--- config.mk ---
export PLATFORM = sky130hd
export DESIGN_NAME = down_timer
export DESIGN_NICKNAME = d
export VERILOG_FILES = /design/src/rtl/down_timer.sv
export SDC_FILE = /design/constraint.sdc
export NUM_CORES = 1
export LEC_CHECK = 0
export ABC_AREA = 1
export CORE_MARGIN = 5
export CORE_UTILIZATION = 25
export CTS_CLUSTER_SIZE = 10
export DETAILED_ROUTE_END_ITERATION = 8
export DONT_BUFFER_PORTS = 1
export GPL_TIMING_DRIVEN = 0
export SYNTH_ARGS = -nofsm -noshare
export SYNTH_HDL_FRONTEND = slang
export SYNTH_SLANG_ARGS = --single-unit
--- constraint.sdc ---
create_clock -name i_clk -period 3 [get_ports i_clk]
set_input_delay 0.6 -clock i_clk [delete_from_list [all_inputs] [get_ports i_clk]]
set_output_delay 0.6 -clock i_clk [all_outputs]
set_load 0.03 [all_outputs]
--- src/rtl/down_timer.sv ---
// down_timer
//
// Loadable down-counting timer with one-shot and periodic modes.
//
// Loading a reload value N and starting the timer makes the count walk
// N, N-1, ..., 0. A terminal-count pulse is raised in the count==0 cycle.
// In periodic mode the count then reloads and the pulse repeats every
// N+1 cycles. In one-shot mode the timer parks in DONE.
//
// Ports:
//   i_clk       clock
//   i_rst       synchronous, active-high reset
//   i_load      write i_reload into the reload register
//                 (in IDLE/DONE it also writes the count)
//   i_reload    reload value N (period N+1)
//   i_start     start or restart the countdown from the reload register
//   i_abort     stop immediately and return to IDLE
//   i_pause     level; holds the count while running
//   i_periodic  mode select, captured only when a start is accepted
//   o_count     current count
//   o_running   high while counting (RUN)
//   o_tc        terminal-count pulse
//   o_done      high once a one-shot countdown has expired (DONE)

module down_timer #(
    parameter int WIDTH = 10
) (
    input  logic             i_clk,
    input  logic             i_rst,
    input  logic             i_load,
    input  logic [WIDTH-1:0] i_reload,
    input  logic             i_start,
    input  logic             i_abort,
    input  logic             i_pause,
    input  logic             i_periodic,
    output logic [WIDTH-1:0] o_count,
    output logic             o_running,
    output logic             o_tc,
    output logic             o_done
);

    typedef enum logic [1:0] {
        IDLE,
        RUN,
        DONE
    } state_t;

    localparam logic [WIDTH-1:0] ONE = WIDTH'(1);

    state_t           state;
    logic [WIDTH-1:0] count;
    logic [WIDTH-1:0] reload;
    logic             periodic;
    logic             running_q;
    logic             done_q;

    // Commands are resolved in priority order reset > abort > start > load
    // > countdown. A load while running only updates the reload register,
    // so it is seen at the next periodic reload (including one happening
    // on this very edge) or at the next start.
    always_ff @(posedge i_clk) begin
        if (i_rst) begin
            state     <= IDLE;
            count     <= '0;
            reload    <= '0;
            periodic  <= 1'b0;
            running_q <= 1'b0;
            done_q    <= 1'b0;
        end else if (i_abort) begin
            state     <= IDLE;
            count     <= '0;
            running_q <= 1'b0;
            done_q    <= 1'b0;
        end else if (i_start) begin
            state     <= RUN;
            periodic  <= i_periodic;
            running_q <= 1'b1;
            done_q    <= 1'b0;
            if (i_load) begin
                reload <= i_reload;
                count  <= i_reload;
            end else begin
                count  <= reload;
            end
        end else begin
            if (i_load) begin
                reload <= i_reload;
            end
            case (state)
                IDLE, DONE: begin
                    if (i_load) begin
                        count <= i_reload;
                    end
                end
                RUN: begin
                    if (!i_pause) begin
                        if (count != '0) begin
                            count <= count - ONE;
                        end else if (periodic) begin
                            count <= i_load ? i_reload : reload;
                        end else begin
                            state     <= DONE;
                            running_q <= 1'b0;
                            done_q    <= 1'b1;
                        end
                    end
                end
                default: begin
                    state     <= IDLE;
                    count     <= '0;
                    running_q <= 1'b0;
                    done_q    <= 1'b0;
                end
            endcase
        end
    end

    // The pulse marks a terminal count that is actually processed on the
    // coming edge. A reset, abort or (re)start in the same cycle overrides
    // the countdown, so no pulse is emitted for it.
    assign o_tc = (state == RUN) && !i_pause && (count == '0)
                  && !i_rst && !i_abort && !i_start;

    assign o_count   = count;
    assign o_running = running_q;
    assign o_done    = done_q;

endmodule

Yosys cells after proc, flatten, opt, wreduce, memory -nomap -nowiden
Index checks and enable logic that the tools add are counted.
{ "totals": {"register_bits": 25, "in_bits": 17, "out_inout_bits": 13, "word_cells": 61} }
{ "op_classes": {"addsub": 1, "eq_ne": 11, "n_mux": 21, "bitwise_logic": 2, "reduce_logical": 19} }
{ "ops": {"columns": ["operator", "count"], "rows": [
  ["$mux W10", 6],
  ["$pmux W10 S2", 1],
  ["$ne A3 B3 Y1 const B", 4],
  ["$logic_not A10 Y1", 1],
  ["$reduce_bool A10 Y1", 1],
  ["$sub A10 B1 Y10 const B", 1],
  ["$mux W1", 8],
  ["$ne A2 B2 Y1 const B", 4],
  ["$reduce_and A4 Y1", 2],
  ["$mux W2", 3],
  ["$logic_and A1 B1 Y1", 5],
  ["$logic_not A1 Y1", 4],
  ["$ne A4 B4 Y1 const B", 1],
  ["$pmux W1 S2", 2],
  ["$pmux W2 S2", 1],
  ["$reduce_or A2 Y1", 2],
  ["$reduce_and A3 Y1", 1],
  ["$reduce_or A3 Y1", 1],
  ["$eq A2 B1 Y1 const B", 1],
  ["$eq A2 B2 Y1 const B", 1],
  ["$logic_not A2 Y1", 1],
  ["$not A1 Y1", 2],
  ["$reduce_and A2 Y1", 1]
]} }

Logic depth before layout (Yosys ltp)
Gate-level depths: netlist of the first run.
{ "logic_depth": {"depth_word": 6, "mapped_depth": 10, "mapped_depth_nobuf": 10} }

Worst setup path after synthesis of the first run
OpenSTA, ideal clock, no wires.
{ "synth_timing": {"path_type": "register to output", "from": "reg count[0] (netlist: o_count[0])", "to": "out o_tc", "arrival_ns": 2.111, "required_time_ns": 2.400, "slack_ns": 0.289, "path_stages_with_launch": 7, "n_path_buf": 0, "cell_sequence": "dfxtp_1 inv_1 ha_1 nand2_4 nor2_8 nand4_2 nor4_1"} }
{ "synth_via": {"elab_chain_len": 5} }
{ "synth_rtl": {"columns": ["item", "line_no", "text"], "rows": [
  ["start: declaration", "51", "logic [WIDTH-1:0] count;"],
  ["start signal: assignment", "81", "count <= i_reload;"],
  ["start signal: assignment", "83", "count <= reload;"],
  ["start signal: assignment", "92", "count <= i_reload;"],
  ["$logic_not A10 Y1", "121", "assign o_tc = (state == RUN) && !i_pause && (count == '0)"],
  ["$logic_and A1 B1 Y1", "121", null],
  ["$logic_and A1 B1 Y1 (3 in series)", "122", "&& !i_rst && !i_abort && !i_start;"],
  ["end: declaration", "38", "output logic o_tc,"]
]} }
Every way passes these cells.

Worst setup path in the final report of the first run
Same ends and word-level chain as after synthesis.

==> results.txt, run 1 <==
initial core utilization - 25.9%
Reg2Reg Depth - 8
Routed WL - 4360 um
Worst EP arrival - 2090 ps
Max clock buf depth - 2
CTS H-Tree Depth - 1
Setup Viol. Count Final - 0
Setup CP Type - reg2out
GR Util All Layers - 10.9%
Buffers on Ports - 0
DIE WIDTH - 91.3 um
Worst Path Required - 2400 ps
Vias - 1565
Final ANT Viol Nets - 0
syn nets - 269
global placer's final weighted congestion - 0.837
area leader, netlist - dfxtp_1
yosys warns - 0
critical-path cell list - inv_1 -> ha_1 -> nand2_4 -> nor2_8 -> nand4_2 -> nor4_4
CTS root buf - clkbuf_8
layout cells sized above 1 - 13.7%
Tcrit/Tclk final - 89.6%
Worst R2R Start - o_count[0]
row count - 29
Relative slew margins - 53.1%
cell area after synthesis - 1650 sq um
post-synthesis sequential area ratio - 27.8%
Hold WC Path Type - in2reg
Worst Path Max Fanout - 7
Reg2Reg Setup Slack - 970 ps
die footprint - 8340 sq um
Clock Sinks - 23
Post-layout nets - 274
largest net degree at the start of global routing - 14
Synth area leaders - dfxtp_1 (28%), nand2_1 (14%), inv_1 (7.9%)
Num CTS Buffers - 3
Yosys cell types - 32
Cells after Synth - 251
CTS tree - done
mean post-synth cell area - 6.59 sq um
status - completed
Ports - 30
Crit path buffers/inverters - 1
Setup TNS Final - 0 ps
CP Capture Type - output pin
HPWL Detailed - 3460 um
VDD IR-drop max - 0.106 mV
WHS Path Cells - 2
Final Hold Fails - 0
WL per Instance - 13.1 um
worst skew pair latency - 270 ps
initial antenna violation count - 0
synthesis-stage register bit count - 23
fmax - 0.372 GHz
HP Start - i_rst
# hold bufs at CTS - 0
critical path's top delay family - simple AND/OR/NAND/NOR gates
vias per cell - 4.71
1st-iter DRT viols - 89
vias in the first global route - 1522
total gr overflow - 0
worst r2r dst - o_count[6]
chip height - 91.3 um
# diodes - 0
P&R area growth vs syn - 9.53%
first-pass GRT wire length - 7540 um
post-CTS setup buffers - 0
Worst Hold End - reload[0]
Slowest Stage Delay on Critical Path - 460 ps
CP startpoint kind - flip-flop
Max stage delay cell, worst path - dfxtp_1
total power - 0.772 mW
core region area - 6390 sq um
worst-margin pin slew - 704 ps
PwrDens - 426 nW/um^2
Final Critical Period - 2690 ps
Yosys top cell area share - 27.8%
drt pass-1 iters - 6
Clock Skews - 2.63 ps
max-cap violation count - 0
Pleak - 0.798 nW
PnR worst setup slack - 313 ps
DRC - 0
Final Max Tran Viols - 0
Place WS - -21.9 ps
clk slew on worst S/H paths - 90 ps
RSZ-0062 raised after global routing - false
## cells in the final DEF, fill, tap and decap left out, types with 3 or more instances in the layout
| cell | Yosys | layout |
|---|---|---|
| nor2_1 | 12 | 12 |
| nand3_2 | 3 | 3 |
| o21ai_0 | 22 | 22 |
| nand3_1 | 24 | 24 |
| xor2_1 | 3 | 3 |
| a21oi_1 | 15 | 15 |
| inv_1 | 35 | 35 |
| nor2_2 | 3 | 3 |
| dfxtp_1 | 23 | 23 |
| clkbuf_8 | 0 | 3 |
| nand2_1 | 62 | 62 |
| a21boi_0 | 8 | 8 |
| a21oi_2 | 8 | 8 |
| clkbuf_1 | 7 | 7 |
## timing repair
| action | in CTS | in global routing |
|---|---|---|
| gates resized for setup | 1 | 1 |
| setup endpoints to repair | 1 | 1 |
| hold endpoints to repair | 0 | 0 |
| pin swaps | 0 | 0 |
## where the power goes
part	internal, mW	leakage [nW]	switching [mW]	total, mW
Clock	0.0930	0.0255	0.109	0.202
Combinational	0.0768	0.584	0.141	0.217
Sequential	0.323	0.189	0.0305	0.353
## worst max-delay path by stage
stage,startpoint,end,slack [ps],cells past startpoint
after floorplan,o_count[0],o_tc,290,6
after global placement,o_count[0],o_tc,-20,6
after detailed placement,o_count[0],o_tc,-20,6
after CTS,o_count[0],o_tc,70,6
after global routing,o_count[0],o_tc,160,6
final,o_count[0],o_tc,310,6
## metrics by stage
step	area, sq um	cells	hold slack (ps)	utilization (%)
after floorplan	1650	251	511	-
after global placement	1750	328	523	27.4
after detailed placement	1750	328	535	27.4
after CTS	1800	332	462	28.2
after global routing	1810	332	461	28.4
final	1810	332	465	28.4
## area by class of cell
cell class / instances / area [sq um]
tap: 77 / 96.3
inverter: 37 / 139
clock buffer: 3 / 41.3
buffer: 9 / 36.3
sequential: 23 / 460
multi-input combinational: 182 / 1030
clock inverter: 1 / 5.00
fill: 730 / 4570
## synthesized netlist by cell type
library cell	n
or2_2	2
nand2_1	62
a21boi_0	8
nand4_2	1
nor2_8	2
xnor2_1	2
nand2_2	1
o21ai_1	1
nor2_4	2
buf_2	2
nand4_1	1
a21oi_1	15
inv_2	2
a211o_1	1
o21bai_4	1
nand2_4	2
nor2_2	3
o21ai_0	22
o21a_1	1
o211ai_1	1
nand3_2	3
ha_1	1
nand3_1	24
clkbuf_1	7
xor2_1	3
dfxtp_1	23
nor4_1	1
a21oi_2	8
inv_1	35
a21boi_4	1
nor2_1	12
nor3_1	1
## registers in the layout, indices dropped and copies added, names as in the netlist
signal / count
periodic: 1
reload: 10
o_count: 10
o_running: 1
o_done: 1
## per-layer routing
layer / vias to the layer above / routed length (um) / global-route usage [%]
li1: 821 / - / -
met1: 694 / 1830 / 12.8
met2: 45 / 2020 / 17.9
met3: 5 / 442 / 4.46
met4: 0 / 63 / 3.67
met5: - / 0 / 0
## kinds of logic (layout without fill, tap and decap cells)
logic type               after synthesis  after routing  synth area share (%)
AO/OA/AOI/OAI                         59             59                  23.1
XOR/XNOR                               5              5                  2.65
adder cells (fa/ha/maj)                1              1                 0.756
buffers and inverters                 46             50                  10.6
flip-flops                            23             23                  27.8
AND/OR/NAND/NOR                      117            117                  35.1
## worst register-to-register path: stages (launching register included)
cell and delay [ps]:
dfxtp_1 610, inv_1 150, ha_1 290, nand2_4 140, nor2_8 70, nand4_1 90, nand3_2 190, a21boi_0 280
a21oi_2 80
Power figures use the tool's default switching activity.
==> run 2, diff against run 1 <==
==> constraint.sdc (replaced) <==
create_clock -name i_clk -period 3.03 [get_ports i_clk]
set_input_delay 0.606 -clock i_clk [delete_from_list [all_inputs] [get_ports i_clk]]
set_output_delay 0.606 -clock i_clk [all_outputs]
set_load 0.03 [all_outputs]
==> results of run 2 <==
The final DEF is identical to that of run 1. Status: completed.
Main changes from that run: setup slack after placement -21.9 ps -> 2.14 ps; setup slack after layout 313 ps -> 337 ps; hold slack 465 ps -> 471 ps; register-to-register setup slack 970 ps -> 1000 ps; total power 0.772 mW -> 0.765 mW; worst IR drop on VDD 0.106 mV -> 0.105 mV
==> run 3, diff against run 2 <==
--- a/config.mk
+++ b/config.mk
@@ -6,12 +6,13 @@
 export NUM_CORES = 1
 export LEC_CHECK = 0
 export ABC_AREA = 1
-export CORE_MARGIN = 5
+export CORE_MARGIN = 1.5
 export CORE_UTILIZATION = 25
 export CTS_CLUSTER_SIZE = 10
 export DETAILED_ROUTE_END_ITERATION = 8
 export DONT_BUFFER_PORTS = 1
 export GPL_TIMING_DRIVEN = 0
+export MAX_ROUTING_LAYER = met4
 export SYNTH_ARGS = -nofsm -noshare
 export SYNTH_HDL_FRONTEND = slang
 export SYNTH_SLANG_ARGS = --single-unit
==> run 3 against run 2 <==
Clock power hardly changed. Power is 0.63% lower. Critical endpoint unchanged. Largest cell class unchanged. Critical path type unchanged. Core utilization is 0.16 points lower. Via count is 1.2% lower. Final cell count stayed put.
==> results.txt, run 3 (same netlist as run 1, synthesis figures left out) <==
DIE WIDTH - 84.3 um
chip height - 84.3 um
RSZ-0062 raised after global routing - false
Worst EP arrival - 2260 ps
Worst Path Required - 2420 ps
P&R area growth vs syn - 8.93%
Routed WL - 4230 um
global placer's final weighted congestion - 0.846
Vias - 1547
Final ANT Viol Nets - 0
vias in the first global route - 1384
Relative slew margins - 46.9%
Sw Share - 35.6%
GR Util All Layers - 12.3%
Comb power frac - 28.0%
fmax - 0.348 GHz
Cell Int Power - 0.489 mW
Clock Skews - 7.04 ps
Num CTS Buffers - 3
Psw - 0.271 mW
Final Max Tran Viols - 0
Max clock buf depth - 2
VDD IR-drop max - 0.146 mV
largest net degree at the start of global routing - 13
CP Capture Type - output pin
drt pass-1 iters - 4
CP startpoint kind - flip-flop
Hold WC Path Type - in2reg
core region area - 6390 sq um
HPWL Detailed - 3350 um
layout cells sized above 1 - 13.3%
first-pass GRT wire length - 7000 um
post-route cell area - 1800 sq um
CTS H-Tree Depth - 1
placed cell area - 1750 sq um
worst-margin pin slew - 789 ps
PwrDens - 422 nW/um^2
commonest cells after routing, fill and taps aside - nand2_1 (62), inv_1 (35), nand3_1 (24), dfxtp_1 (23), o21ai_0 (22)
Tcrit/Tclk final - 94.7%
Final Critical Period - 2870 ps
most common cell after layout, fill and taps aside - nand2_1
Reg power frac - 46.0%
Final Hold Fails - 0
Worst Path Max Fanout - 7
Pleak - 0.792 nW
1st-iter DRT viols - 88
WL per Instance - 12.7 um
status - completed
Clock power frac - 25.9%
total gr overflow - 0
Buffers on Ports - 0
DRC - 0
vias per cell - 4.66
die footprint - 7110 sq um
Setup Viol. Count Final - 0
Setup CP Type - reg2out
Setup TNS Final - 0 ps
# diodes - 0
max-cap violation count - 0
Post-layout nets - 274
initial core utilization - 25.9%
Ports - 30
clk slew on worst S/H paths - 90 ps
CTS root buf - clkbuf_8
Clock Sinks - 23
CTS tree - done
worst skew pair latency - 270 ps
row count - 29
initial antenna violation count - 0
[run 3: cell count changes in the layout (fill, tap and decap cells not counted)]
cell,previous run,this run
nor4_4,1,0
nor4_2,0,1
clkbuf_1,7,8
clkinv_2,1,0
[run 3: stage by stage]
step | hold slack, ps | instances | power, mW | setup slack [ps] | utilization, %
detailed placement | 537 | 328 | 0.570 | 69.4 | 27.4
global route | 492 | 332 | 0.814 | 30.3 | 28.2
finish | 476 | 332 | 0.760 | 159 | 28.2
floorplan | 511 | 251 | 0.529 | 313 | -
CTS | 476 | 332 | 0.770 | 134 | 28.2
global placement | 523 | 328 | 0.566 | 73.0 | 27.4
[run 3: power groups by stage]
stage	clock network [mW]	logic (mW)	registers, mW
after detailed placement	0	0.212	0.357
after global routing	0.220	0.241	0.353
after floorplan	0	0.177	0.352
after CTS	0.206	0.214	0.350
after global placement	0	0.209	0.357
final	0.197	0.213	0.350
[run 3: worst max-delay path, stage by stage (launching register included)]
cell and delay (ps):
dfxtp_1 460, inv_1 160, ha_1 260, nand2_4 100
nor2_8 190, nand4_2 180, nor4_2 640
[run 3: per-layer routing]
layer | wire length [um] | up-vias | GRT usage, %
met5 | 0 | - | -
met4 | 88 | 0 | 3.96
met3 | 300 | 8 | 2.46
met2 | 1880 | 35 | 18.9
met1 | 1960 | 681 | 16.2
li1 | - | 823 | -
[run 3: worst paths after layout]
check,to,cells past startpoint,slack (ps),startpoint
worst max-delay path,o_tc,6,160,o_count[0]
worst max register to register,o_count[1],8,1030,o_count[0]
worst min register to register,reload[4],4,540,reload[4]
worst min-delay path,reload[0],2,480,i_rst
[run 3: area by class of cell]
| type | count | area [sq um] |
|---|---|---|
| inverters | 37 | 139 |
| plain buffers | 9 | 36.3 |
| well taps | 77 | 96.3 |
| clock buffers | 4 | 45.0 |
| multi-input cells | 182 | 1020 |
| fillers | 721 | 4580 |
| flip-flops and latches | 23 | 460 |
[run 3: repair_timing]
item / 4_1_cts / 5_1_grt
gates resized for setup: 1 / 0
setup buffers: 0 / 0
endpoints found under the setup margin: 1 / 0
hold buffers: 0 / 0
